==> config.mk <==
export PLATFORM = sky130hd
export DESIGN_NAME = player_input_ctrl
export DESIGN_NICKNAME = d
export VERILOG_FILES = /design/src/rtl/player_input_ctrl_pkg.sv /design/src/rtl/player_input_ctrl_debounce.sv /design/src/rtl/player_input_ctrl.sv
export SDC_FILE = /design/constraint.sdc
export NUM_CORES = 1
export LEC_CHECK = 0
export CAP_MARGIN = 15
export CORE_UTILIZATION = 40
export DETAILED_ROUTE_END_ITERATION = 7
export PLACE_DENSITY = 0.68
export SLEW_MARGIN = 30
export SYNTH_ARGS = -nofsm -noshare
export SYNTH_HDL_FRONTEND = slang
export SYNTH_HIERARCHICAL = 1
export SYNTH_SLANG_ARGS = --single-unit
==> constraint.sdc <==
create_clock -name clk -period 4.9 [get_ports clk]
set_input_delay 0.98 -clock clk [delete_from_list [all_inputs] [get_ports clk]]
set_output_delay 0.98 -clock clk [all_outputs]
set_load 0.01 [all_outputs]
==> src/rtl/player_input_ctrl_pkg.sv <==
// rtl/player_input_ctrl_pkg.sv - shared constants, FSM encoding and priority helper
package player_input_ctrl_pkg;

    localparam int NUM_PLAYERS             = 4;
    localparam int PLAYER_W                = 2;
    localparam int DEFAULT_DEBOUNCE_CYCLES = 50000;

    typedef enum logic [1:0] {
        ST_ARMED   = 2'd0,
        ST_LOCKED  = 2'd1,
        ST_RELEASE = 2'd2
    } ctrl_state_t;

    // Player 0 has the highest priority when several rise together.
    function automatic logic [PLAYER_W-1:0] lowest_index(input logic [NUM_PLAYERS-1:0] v);
        logic [PLAYER_W-1:0] idx;
        idx = '0;
        for (int i = NUM_PLAYERS - 1; i >= 0; i--) begin
            if (v[i]) idx = i[PLAYER_W-1:0];
        end
        return idx;
    endfunction

endpackage

==> src/rtl/player_input_ctrl_debounce.sv <==
// rtl/player_input_ctrl_debounce.sv - 2-FF synchronizer plus counter debounce for one button
module button_debounce #(
    parameter int DEBOUNCE_CYCLES = 50000,
    parameter int CNT_W           = 16
) (
    input  logic clk,
    input  logic rst,
    input  logic i_btn,
    output logic o_db
);

    localparam logic [CNT_W-1:0] LP_LAST = CNT_W'(DEBOUNCE_CYCLES - 1);

    logic             r_sync1;
    logic             r_sync2;
    logic [CNT_W-1:0] r_cnt;
    logic             r_db;

    always_ff @(posedge clk or negedge rst) begin
        if (!rst) begin
            r_sync1 <= 1'b0;
            r_sync2 <= 1'b0;
            r_cnt   <= '0;
            r_db    <= 1'b0;
        end else begin
            r_sync1 <= i_btn;
            r_sync2 <= r_sync1;
            if (r_sync2 == r_db) begin
                r_cnt <= '0;
            end else if (r_cnt == LP_LAST) begin
                r_db  <= r_sync2;
                r_cnt <= '0;
            end else begin
                r_cnt <= r_cnt + 1'b1;
            end
        end
    end

    assign o_db = r_db;

endmodule

==> src/rtl/player_input_ctrl.sv <==
// rtl/player_input_ctrl.sv - debounced first-press arbitration with ack/re-arm for the input words
module player_input_ctrl
    import player_input_ctrl_pkg::*;
#(
    parameter int DEBOUNCE_CYCLES = DEFAULT_DEBOUNCE_CYCLES,
    parameter int CNT_W           = 16
) (
    input  logic                clk,
    input  logic                rst,
    input  logic [NUM_PLAYERS-1:0] btn,
    input  logic [7:0]          sw,
    input  logic                ack,
    output logic                playerInputFlag,
    output logic [PLAYER_W-1:0] firstPlayerFlag,
    output logic                allButtons,
    output logic [7:0]          switchInput
);

    logic [NUM_PLAYERS-1:0] w_db;
    logic [NUM_PLAYERS-1:0] w_rise;
    logic [NUM_PLAYERS-1:0] r_db_q;
    logic [7:0]             r_sw_s1;
    logic [7:0]             r_sw_s2;
    ctrl_state_t            r_state;
    logic                   r_flag;
    logic [PLAYER_W-1:0]    r_first;
    logic                   r_all;
    logic [7:0]             r_sw_cap;

    for (genvar g = 0; g < NUM_PLAYERS; g++) begin : g_db
        button_debounce #(
            .DEBOUNCE_CYCLES(DEBOUNCE_CYCLES),
            .CNT_W          (CNT_W)
        ) u_db (
            .clk  (clk),
            .rst  (rst),
            .i_btn(btn[g]),
            .o_db (w_db[g])
        );
    end

    assign w_rise = w_db & ~r_db_q;

    always_ff @(posedge clk or negedge rst) begin
        if (!rst) begin
            r_db_q   <= '0;
            r_sw_s1  <= '0;
            r_sw_s2  <= '0;
            r_state  <= ST_ARMED;
            r_flag   <= 1'b0;
            r_first  <= '0;
            r_all    <= 1'b0;
            r_sw_cap <= '0;
        end else begin
            r_db_q  <= w_db;
            r_sw_s1 <= sw;
            r_sw_s2 <= r_sw_s1;
            r_all   <= &w_db;
            case (r_state)
                ST_ARMED: begin
                    if (|w_rise) begin
                        r_state  <= ST_LOCKED;
                        r_flag   <= 1'b1;
                        r_first  <= lowest_index(w_rise);
                        r_sw_cap <= r_sw_s2;
                    end
                end
                ST_LOCKED: begin
                    if (ack) begin
                        r_flag  <= 1'b0;
                        r_state <= ST_RELEASE;
                    end
                end
                // Held buttons must drop before re-arming so they cannot retrigger.
                ST_RELEASE: begin
                    if (w_db == '0) r_state <= ST_ARMED;
                end
                default: r_state <= ST_ARMED;
            endcase
        end
    end

    assign playerInputFlag = r_flag;
    assign firstPlayerFlag = r_first;
    assign allButtons      = r_all;
    assign switchInput     = r_sw_cap;

endmodule

==> impl_metrics.tcl <==
set metrics [dict create \
    crit_required_ps 3920 \
    power.density_nw_per_um2 328 \
    maxCapViolCount 0 \
    cts_max_level 3 \
    post-place-ws_ps 2700 \
    fin_crit_ps 2260 \
    syn_inst 405 \
    cpPeakStageDelay_ps 560 \
    yosysUniqueCellTypes 36 \
    cp.arrival_ps 1280 \
    postCtsSetupBuffers 0 \
    grt_pass1_wl_mm 13.6 \
    final_cell_area_sq_um 5470 \
    finClkSkew_ps 9.43 \
    cts_resized 0 \
    internal_power_mw 1.43 \
    grt_pass1_vias 2926 \
    clkPwrFrac_pct 44.9 \
    fillers 1010 \
    instances_no_fill 585 \
    ios 27 \
    die_area_sq_um 12300 \
    io_buffers 26 \
    wl_per_cell_microns 13.3 \
    synth_flop_cell "dfrtp_1" \
    setup_violations 0 \
    die_x_microns 111 \
    hold_viol 0 \
    vias 2980 \
    critical_path.cell_chain "clkdlybuf4s50_1" \
    drcViolationCount 0 \
    register_area_sq_um 2750 \
    leakage_nw 2.27 \
    cts_max_path_buffers 2 \
    first_pass_iters 4 \
    tightest_slew_ps 892 \
    gp_congestion 0.837 \
    clock_latency_ps 350 \
    hold_buffers 0 \
    synth.avg_cell_area_sq_um 11.7 \
    finalCritPeriodShare_pct 46.2 \
    coreArea_sq_um 11500 \
    overflow 0 \
    synth_area_sq_um 4740 \
    yosys_warnings 6 \
    post-dp-hpwl_mm 5.20 \
    holdCritPathClass "reg2reg" \
    drive_gt1_share_pct 10.6 \
    swShare_pct 20.6 \
    totalWireLength_mm 7.80 \
    syn_nets 424 \
    grt_max_degree 80 \
    post-place-cells 569 \
    multi_input_area_sq_um 1900 \
    clock-root-buffer "clkbuf_16" \
    ys_async_sr_fraction_pct 100 \
    timing.fmax_mhz 442 \
    fin_ws_ps 2640 \
    antenna_cells 0 \
    numCtsBuffers 9 \
    synth_seq_area_share_pct 58.0 \
    ys_ff_latch 110 \
    clkTransAtPathRegs_ps 70 \
    max-vdd-ir-drop_v 0.000170 \
    worst-path-max-fanout 2 \
    crit_family "buffers and inverters" \
    drtIter0Drc 122 \
    power_switching_mw 0.370 \
    max_slew_margin_pct 40.4 \
    die_h_microns 111 \
    drv_slew 0 \
    p_comb_share_pct 2.9 \
    place_area_sq_um 5130 \
    crit_path_start_kind "register" \
    avgViaCountPerCell 5.09 \
    critical_path_class "reg2out" \
    cp-end-kind "primary output" \
    antenna_found_initial 0 \
    rsz0062_at_grt "no" \
    route.antenna.remaining_nets 0 \
    nNetsFinal 456 \
    cp_num_buf_inv 1 \
    cpMaxStageDelayCell "clkdlybuf4s50_1" \
    track_usage_pct 13.7 \
    cts_sinks 110 \
    status "finished clean" \
    synth_enable_flop_cells 0 \
    initial_utilization_pct 41.4 \
    syn_to_final_growth_pct 15.4 \
    rows 39 \
    pwr-share-seq_pct 52.3 \
    setup_tns_ps 0 \
    cts_tree "built" \
]
[state kept, by name, indices dropped and copies added, names as in the netlist]
name / cells
allButtons: 1
firstPlayerFlag: 2
g_db.u_db/o_db: 4
g_db.u_db/r_cnt: 64
g_db.u_db/r_sync1: 4
g_db.u_db/r_sync2: 4
playerInputFlag: 1
r_db_q: 4
r_state: 2
r_sw_s1: 8
r_sw_s2: 8
switchInput: 8
[final cells by class]
type,instances,area share [%]
inverters,8,0.549
repair buffers,27,4.92
multi-input cells,281,34.7
well taps,143,3.27
clock buffers,11,4.62
flip-flops and latches,110,50.3
clock inverters,5,1.60
[path summary, 6_finish.rpt]
path                                                  start                               to  slack [ps]  cells after the start
max                              switchInput[5]$_DFFE_PN0P_                   switchInput[5]        2640                      1
min reg2reg                  g_db[3].u_db/r_sync1$_DFF_PN0_   g_db[3].u_db/r_sync2$_DFF_PN0_         350                      0
min                          g_db[3].u_db/r_sync1$_DFF_PN0_   g_db[3].u_db/r_sync2$_DFF_PN0_         350                      0
max in group asynchronous                               rst  g_db[3].u_db/r_cnt[4]$_DFF_PN0_        3360                      2
min in group asynchronous                               rst  g_db[1].u_db/r_cnt[8]$_DFF_PN0_         650                      1
max reg2reg                g_db[2].u_db/r_cnt[10]$_DFF_PN0_    g_db[2].u_db/o_db$_DFFE_PN0P_        2920                      3
[synth_stat cells, types with 2 or more instances]
| library cell | n | area share [%] |
|---|---|---|
| nand3_1 | 21 | 2.2 |
| or4b_1 | 4 | 0.84 |
| o31ai_1 | 2 | 0.32 |
| mux2_1 | 2 | 0.47 |
| ha_1 | 4 | 1.1 |
| nor2b_4 | 2 | 0.58 |
| nor3_1 | 14 | 1.5 |
| xor2_1 | 22 | 4.1 |
| xnor2_1 | 37 | 6.8 |
| nor4_1 | 12 | 1.6 |
| and4_1 | 5 | 0.92 |
| dfrtp_1 | 110 | 58 |
| a21oi_1 | 3 | 0.32 |
| nand2_4 | 4 | 0.95 |
| nor2b_1 | 2 | 0.26 |
| nor2_1 | 69 | 5.5 |
| and3_2 | 4 | 0.63 |
| or4_4 | 4 | 0.95 |
| nand4bb_1 | 4 | 0.95 |
| or3b_2 | 4 | 0.74 |
| buf_6 | 5 | 1.2 |
| nand2_1 | 21 | 1.7 |
| inv_1 | 8 | 0.63 |
| mux2_4 | 10 | 3.2 |
| nand4_1 | 21 | 2.8 |
[kinds of logic (layout without fill, tap and decap cells)]
group,Yosys count,after routing,synth area share [%]
and+or+nand+nor,197,197,22.9
buffers and inverters,14,51,1.90
adders and majority gates,4,4,1.06
muxes,12,12,3.64
AOI/OAI and AO/OA,9,9,1.58
xor gates and xnor gates,59,59,10.9
DFF,110,110,58.0
[metrics by stage]
step | hold WS, ps | utilization (%) | power [mW]
finish | 348 | 47.7 | 1.80
global route | 357 | 47.7 | 1.87
CTS | 351 | 47.7 | 1.82
detailed placement | 335 | 44.7 | 1.01
global placement | 332 | 44.7 | 1.01
floorplan | 331 | - | 0.976
[power by group through the flow]
stage	logic [mW]	clock network, mW	registers [mW]
final	0.0519	0.806	0.939
after global routing	0.0604	0.867	0.941
after CTS	0.0534	0.829	0.939
after detailed placement	0.0533	0	0.957
after global placement	0.0521	0	0.956
after floorplan	0.0234	0	0.953
[cells in the final DEF (no fill, tap or decap), drive strengths merged]
cell | synthesis | layout
clkbuf | 1 | 11
xnor2 | 37 | 37
nand3 | 21 | 21
mux2 | 12 | 12
nand4bb | 4 | 4
or4b | 4 | 4
bufinv | 0 | 2
buf | 5 | 2
nor3 | 14 | 14
ha | 4 | 4
nor2 | 69 | 69
o31ai | 2 | 2
o21a | 1 | 1
inv | 8 | 10
clkinvlp | 0 | 1
clkdlybuf4s50 | 0 | 25
a21oi | 3 | 3
xor2 | 22 | 22
and3 | 5 | 5
nand4 | 21 | 21
o21ai | 2 | 2
nand2b | 1 | 1
or3 | 1 | 1
nand3b | 1 | 1
dfrtp | 110 | 110
or4 | 5 | 5
nand2 | 25 | 25
o41ai | 1 | 1
nor2b | 4 | 4
nor4 | 12 | 12
and4 | 5 | 5
or3b | 4 | 4
or2b | 1 | 1
[per-layer routing]
| metal | global-route usage, % | part of all wire (%) |
|---|---|---|
| met5 | 0 | 0 |
| met4 | 5.87 | 1.4 |
| met3 | 3.39 | 3.4 |
| met2 | 20.6 | 46 |
| met1 | 19.0 | 49 |
Note: power is estimated with default switching activity, not from simulation.
